`src/rtl/dmem_arbiter.sv`:
```
// Two-requester round-robin arbiter in front of a single-port data memory.
// One transaction in flight; illegal addresses answer with an error pulse.
module dmem_arbiter #(
  parameter int MEM_WORDS = 1024
) (
  input  logic                         i_clock,
  input  logic                         i_reset,

  input  logic                         i_req0_valid,
  output logic                         o_req0_ready,
  input  logic                         i_req0_we,
  input  logic [31:0]                  i_req0_addr,
  input  logic [31:0]                  i_req0_wdata,
  input  logic [3:0]                   i_req0_be,
  output logic                         o_req0_rvalid,
  output logic [31:0]                  o_req0_rdata,
  output logic                         o_req0_err,

  input  logic                         i_req1_valid,
  output logic                         o_req1_ready,
  input  logic                         i_req1_we,
  input  logic [31:0]                  i_req1_addr,
  input  logic [31:0]                  i_req1_wdata,
  input  logic [3:0]                   i_req1_be,
  output logic                         o_req1_rvalid,
  output logic [31:0]                  o_req1_rdata,
  output logic                         o_req1_err,

  output logic                         o_mem_en,
  output logic                         o_mem_we,
  output logic [$clog2(MEM_WORDS)-1:0] o_mem_addr,
  output logic [31:0]                  o_mem_wdata,
  output logic [3:0]                   o_mem_be,
  input  logic [31:0]                  i_mem_rdata
);

  localparam int AW = $clog2(MEM_WORDS);

  typedef enum logic [1:0] {
    IDLE,
    ACCESS,
    RESP,
    ERR
  } state_t;

  state_t      state;
  logic        last_grant;
  logic        id_q;
  logic        we_q;

  logic        grant0;
  logic        grant1;
  logic        accept;
  logic        sel;
  logic        s_we;
  logic [31:0] s_addr;
  logic [31:0] s_wdata;
  logic [3:0]  s_be;
  logic        bad;
  logic        rd_ok;

  // Contention goes to whichever side did not win last time.
  always_comb begin
    grant0 = i_req0_valid & (~i_req1_valid | last_grant);
    grant1 = i_req1_valid & (~i_req0_valid | ~last_grant);
  end

  assign o_req0_ready = (state == IDLE) & ~i_reset & grant0;
  assign o_req1_ready = (state == IDLE) & ~i_reset & grant1;
  assign accept       = o_req0_ready | o_req1_ready;
  assign sel          = o_req1_ready;

  always_comb begin
    s_we    = sel ? i_req1_we    : i_req0_we;
    s_addr  = sel ? i_req1_addr  : i_req0_addr;
    s_wdata = sel ? i_req1_wdata : i_req0_wdata;
    s_be    = sel ? i_req1_be    : i_req0_be;
  end

  assign bad = (|s_addr[1:0]) | (|s_addr[31:AW+2]);

  // Read data is taken straight from the memory in the response cycle.
  assign rd_ok = (state == RESP) & ~we_q & ~i_reset;

  assign o_req0_rdata = (rd_ok & ~id_q) ? i_mem_rdata : 32'h0;
  assign o_req1_rdata = (rd_ok &  id_q) ? i_mem_rdata : 32'h0;

  always_ff @(posedge i_clock) begin
    if (i_reset) begin
      state         <= IDLE;
      last_grant    <= 1'b1;
      id_q          <= 1'b0;
      we_q          <= 1'b0;
      o_req0_rvalid <= 1'b0;
      o_req1_rvalid <= 1'b0;
      o_req0_err    <= 1'b0;
      o_req1_err    <= 1'b0;
      o_mem_en      <= 1'b0;
      o_mem_we      <= 1'b0;
      o_mem_addr    <= '0;
      o_mem_wdata   <= 32'h0;
      o_mem_be      <= 4'h0;
    end else begin
      o_req0_rvalid <= 1'b0;
      o_req1_rvalid <= 1'b0;
      o_req0_err    <= 1'b0;
      o_req1_err    <= 1'b0;
      o_mem_en      <= 1'b0;
      o_mem_we      <= 1'b0;
      o_mem_addr    <= '0;
      o_mem_wdata   <= 32'h0;
      o_mem_be      <= 4'h0;
      unique case (state)
        IDLE: begin
          if (accept) begin
            last_grant <= sel;
            id_q       <= sel;
            we_q       <= s_we;
            if (bad) begin
              state <= ERR;
              if (sel) begin
                o_req1_rvalid <= 1'b1;
                o_req1_err    <= 1'b1;
              end else begin
                o_req0_rvalid <= 1'b1;
                o_req0_err    <= 1'b1;
              end
            end else begin
              state       <= ACCESS;
              o_mem_en    <= 1'b1;
              o_mem_we    <= s_we;
              o_mem_addr  <= s_addr[AW+1:2];
              o_mem_wdata <= s_wdata;
              // Reads always fetch the whole word.
              o_mem_be    <= s_we ? s_be : 4'hF;
            end
          end
        end
        ACCESS: begin
          state <= RESP;
          if (id_q) o_req1_rvalid <= 1'b1;
          else      o_req0_rvalid <= 1'b1;
        end
        RESP: state <= IDLE;
        ERR:  state <= IDLE;
        default: state <= IDLE;
      endcase
    end
  end

endmodule

```
`config.mk`:
```
export PLATFORM = sky130hd
export DESIGN_NAME = dmem_arbiter
export DESIGN_NICKNAME = d
export VERILOG_FILES = /design/src/rtl/dmem_arbiter.sv
export SDC_FILE = /design/constraint.sdc
export NUM_CORES = 1
export LEC_CHECK = 0
export BUFFER_PORTS_ARGS = -buffer_cell sky130_fd_sc_hd__buf_2
export CAP_MARGIN = 10
export CORE_AREA = 2 2 113 115
export CTS_CLUSTER_DIAMETER = 60
export DETAILED_ROUTE_END_ITERATION = 8
export DIE_AREA = 0 0 115 117
export GPL_ROUTABILITY_DRIVEN = 0
export GPL_TIMING_DRIVEN = 0
export PLACE_DENSITY_LB_ADDON = 0.15
export SYNTH_ARGS = -nofsm -noshare
export SYNTH_HDL_FRONTEND = slang
export SYNTH_SLANG_ARGS = --single-unit
export TNS_END_PERCENT = 10
```
`constraint.sdc`:
```
create_clock -name i_clock -period 2.1 [get_ports i_clock]
set_input_delay 0.42 -clock i_clock [delete_from_list [all_inputs] [get_ports i_clock]]
set_output_delay 0.42 -clock i_clock [all_outputs]
set_load 0.05 [all_outputs]
```
==> metrics <==
status completed; Avg Cell Area, Syn 8.75 µm²; Placed Cells 725; Total GRT Usage 15.2%; Top Ports 292; Max Cap Viol 0; Reg clk slew, reported paths 0.05 ns; WL met1 4070 µm; fin nets 763; Pins Over Slew Limit 0; Synth cell types 31; Crit Path Max Fanout 10; cts bufs inserted 9; fmax 487 MHz; Vias/cell 4.41; chip width 115 µm; Clock Path Buffers 2; worst skew pair latency 0.32 ns; first-pass GRT wire length 15,400 µm; Iter 0 DRT Violations 41; Critical Path Sink Type output pin; register area share after synthesis 45.9%; Peak VDD IR 0.402 mV; Antenna Violating Nets Remaining 0; initial antenna violation count 1; Final setup violation count 0; share of cells above drive strength 1 57.1%; Post-Route WL 11,300 µm; vias in the first global route 3,062; Crit-path slowest cell dfxtp_2; Max Used Layer met5; routed length on met3 1250 µm; GR Overflow Total 0; leading cell types in the layout, fill and taps excluded buf_2, and2_1, dfxtp_1; Synth Area in XOR/XNOR 0%; DR vias 3,281; crit-path cells nor2_2, and4b_2, clkbuf_4, and2_1, buf_6; Filler Cells Inserted 1,255; peak per-stage delay on the critical path 0.34 ns; CTS Root Cell clkbuf_16; detailed placement HPWL 8970 µm; Seq cells post-synth 57; largest net degree at the start of global routing 11; drt pass-1 iters 4; Worst-Margin Slew 0.842 ns; Met2 Wirelength 5760 µm; TritonCTS clock tree done; period utilization 97.8%; post-synthesis adder-cell area fraction 0%; Post-Syn Area 2490 µm²; commonest non-fill, non-tap cell in the layout buf_2; hold_buf cts 0; YS warnings 0; worst path required time 1.68 ns; largest family of logic cells by synthesized area simple AND/OR/NAND/NOR gates; post-synthesis mux area share 0%; Worst Skew 0.00656 ns; Final min period 2.05 ns; Critical path buffers and inverters 2; worst min-delay path class in -> reg; diode count 0; area delta synth->final 95.5%; CP Launch Type flip-flop; CORE AREA 12,300 µm²; simple-gate share of the synthesized area 34.1%; CP top delay family simple AND/OR/NAND/NOR gates; syn nets 458; Compound-Gate Fraction of Synth Area 16.2%; LEAKAGE 2.41 nW; Crit Path Category reg -> out; WP data arrival 1.63 ns; CTS H-tree lvls 3; Avg WL per Cell 15.1 µm; PortBufs 291; Hold Slack 0.335 ns; Pwr per Cell Area 693 nW/µm²; Die Ht 117 µm; fin cells 744; # DRC 0; die area 13,500 µm²; CTS sink cnt 57; Starting Density 20.2%; RSZ-0062 raised after global routing true; Placement Rows 41; Cells after Synth 284; final hold vios 0; Slew Limit Headroom 43.7%
==> final timing paths <==
kind	slack (ns)	end	from	depth (start not counted)
max	0.05	o_req1_rdata[3]	state[0]	5
min reg2reg	0.51	o_req0_rvalid	id_q	1
min	0.34	o_mem_wdata[18]	i_req0_wdata[18]	3
max reg2reg	0.28	o_mem_en	state[1]	8
==> per-stage QoR <==
stage                     setup TNS, ns  utilization (%)  total power [mW]  setup slack (ns)  cell area (µm²)
after floorplan                       0                -              1.51            0.0838             2490
after global placement           -13.36             33.5              1.78            -0.487             4130
after detailed placement         -14.62             33.5              1.78            -0.495             4130
after CTS                       -0.0129             38.3              3.37           -0.0105             4720
after global routing             -0.317             39.5              3.51           -0.0249             4860
final                                 0             39.5              3.37            0.0455             4860
==> power breakdown <==
part           internal [mW]  total (mW)  switching [mW]
clock network           1.01        1.50           0.483
registers               1.11        1.13          0.0188
logic                  0.321       0.747           0.425
==> cell type report <==
class	instances	area, µm²	area share [%]
multi-input cells	204	1310	26.9
repair buffers	294	1750	36.0
well taps	150	188	3.86
inverters	3	21.3	0.438
clock inverters	2	35.0	0.721
flip-flops and latches	57	1150	23.6
clock buffers	14	274	5.64
plain buffers	20	136	2.81
==> Yosys cell counts (all sizes together) <==
cell    instances  share of area, %
or4             1              0.30
nand3           1              0.20
or2             1              0.25
buf             4               1.0
a211o           2              0.70
nor3b           8               2.4
o21a            1              0.30
a22oi          42                13
and4b           1              0.40
o21ai           1              0.20
nand2           5              0.75
nor2           50               7.5
a311oi          1              0.35
o22a            1              0.35
nand4           3              0.75
nor3            1              0.40
clkbuf         16               2.4
nor4           13               4.3
nand2b          1              0.25
a31o            1              0.35
nor4bb          1              0.40
inv             3              0.45
o22ai           2              0.50
and2           64                16
a21boi          1              0.30
a21oi           2              0.40
dfxtp          57                46
==> cells by family (layout without fill, tap and decap cells) <==
kind of cell | count (synthesis) | count (layout)
flops | 57 | 57
compound gates | 54 | 54
buf+inv | 23 | 333
simple gates | 150 | 150
==> routing by layer <==
metal | up-vias | global-route usage, %
met3 | 13 | 6.95
met4 | 2 | 4.66
met5 | - | 0
met1 | 1490 | 15.2
met2 | 174 | 28.4
li1 | 1602 | -
==> worst reg2reg max path: cells and delay by family (launching register included) <==
family                 cells  cell delay [ns]
AND/OR/NAND/NOR            2             0.29
flip-flops                 1             0.35
buffers and inverters      4             0.72
AO/OA/AOI/OAI              2             0.32
==> timing repair <==
item,4_1_cts,5_1_grt
setup buffers,3,0
pin swaps,3,1
setup endpoints to repair,70,59
gates cloned,0,0
gates resized for setup,91,50
hold endpoints to repair,0,0
==> registers in the layout, summed over array words and instances (netlist names) <==
name,flops
o_mem_addr,10
o_mem_we,1
o_req0_rvalid,1
last_grant,1
o_mem_wdata,32
o_mem_be,4
o_req0_err,1
state,2
o_mem_en,1
we_q,1
o_req1_rvalid,1
id_q,1
o_req1_err,1
No activity file was read; power rests on OpenSTA's default activity.
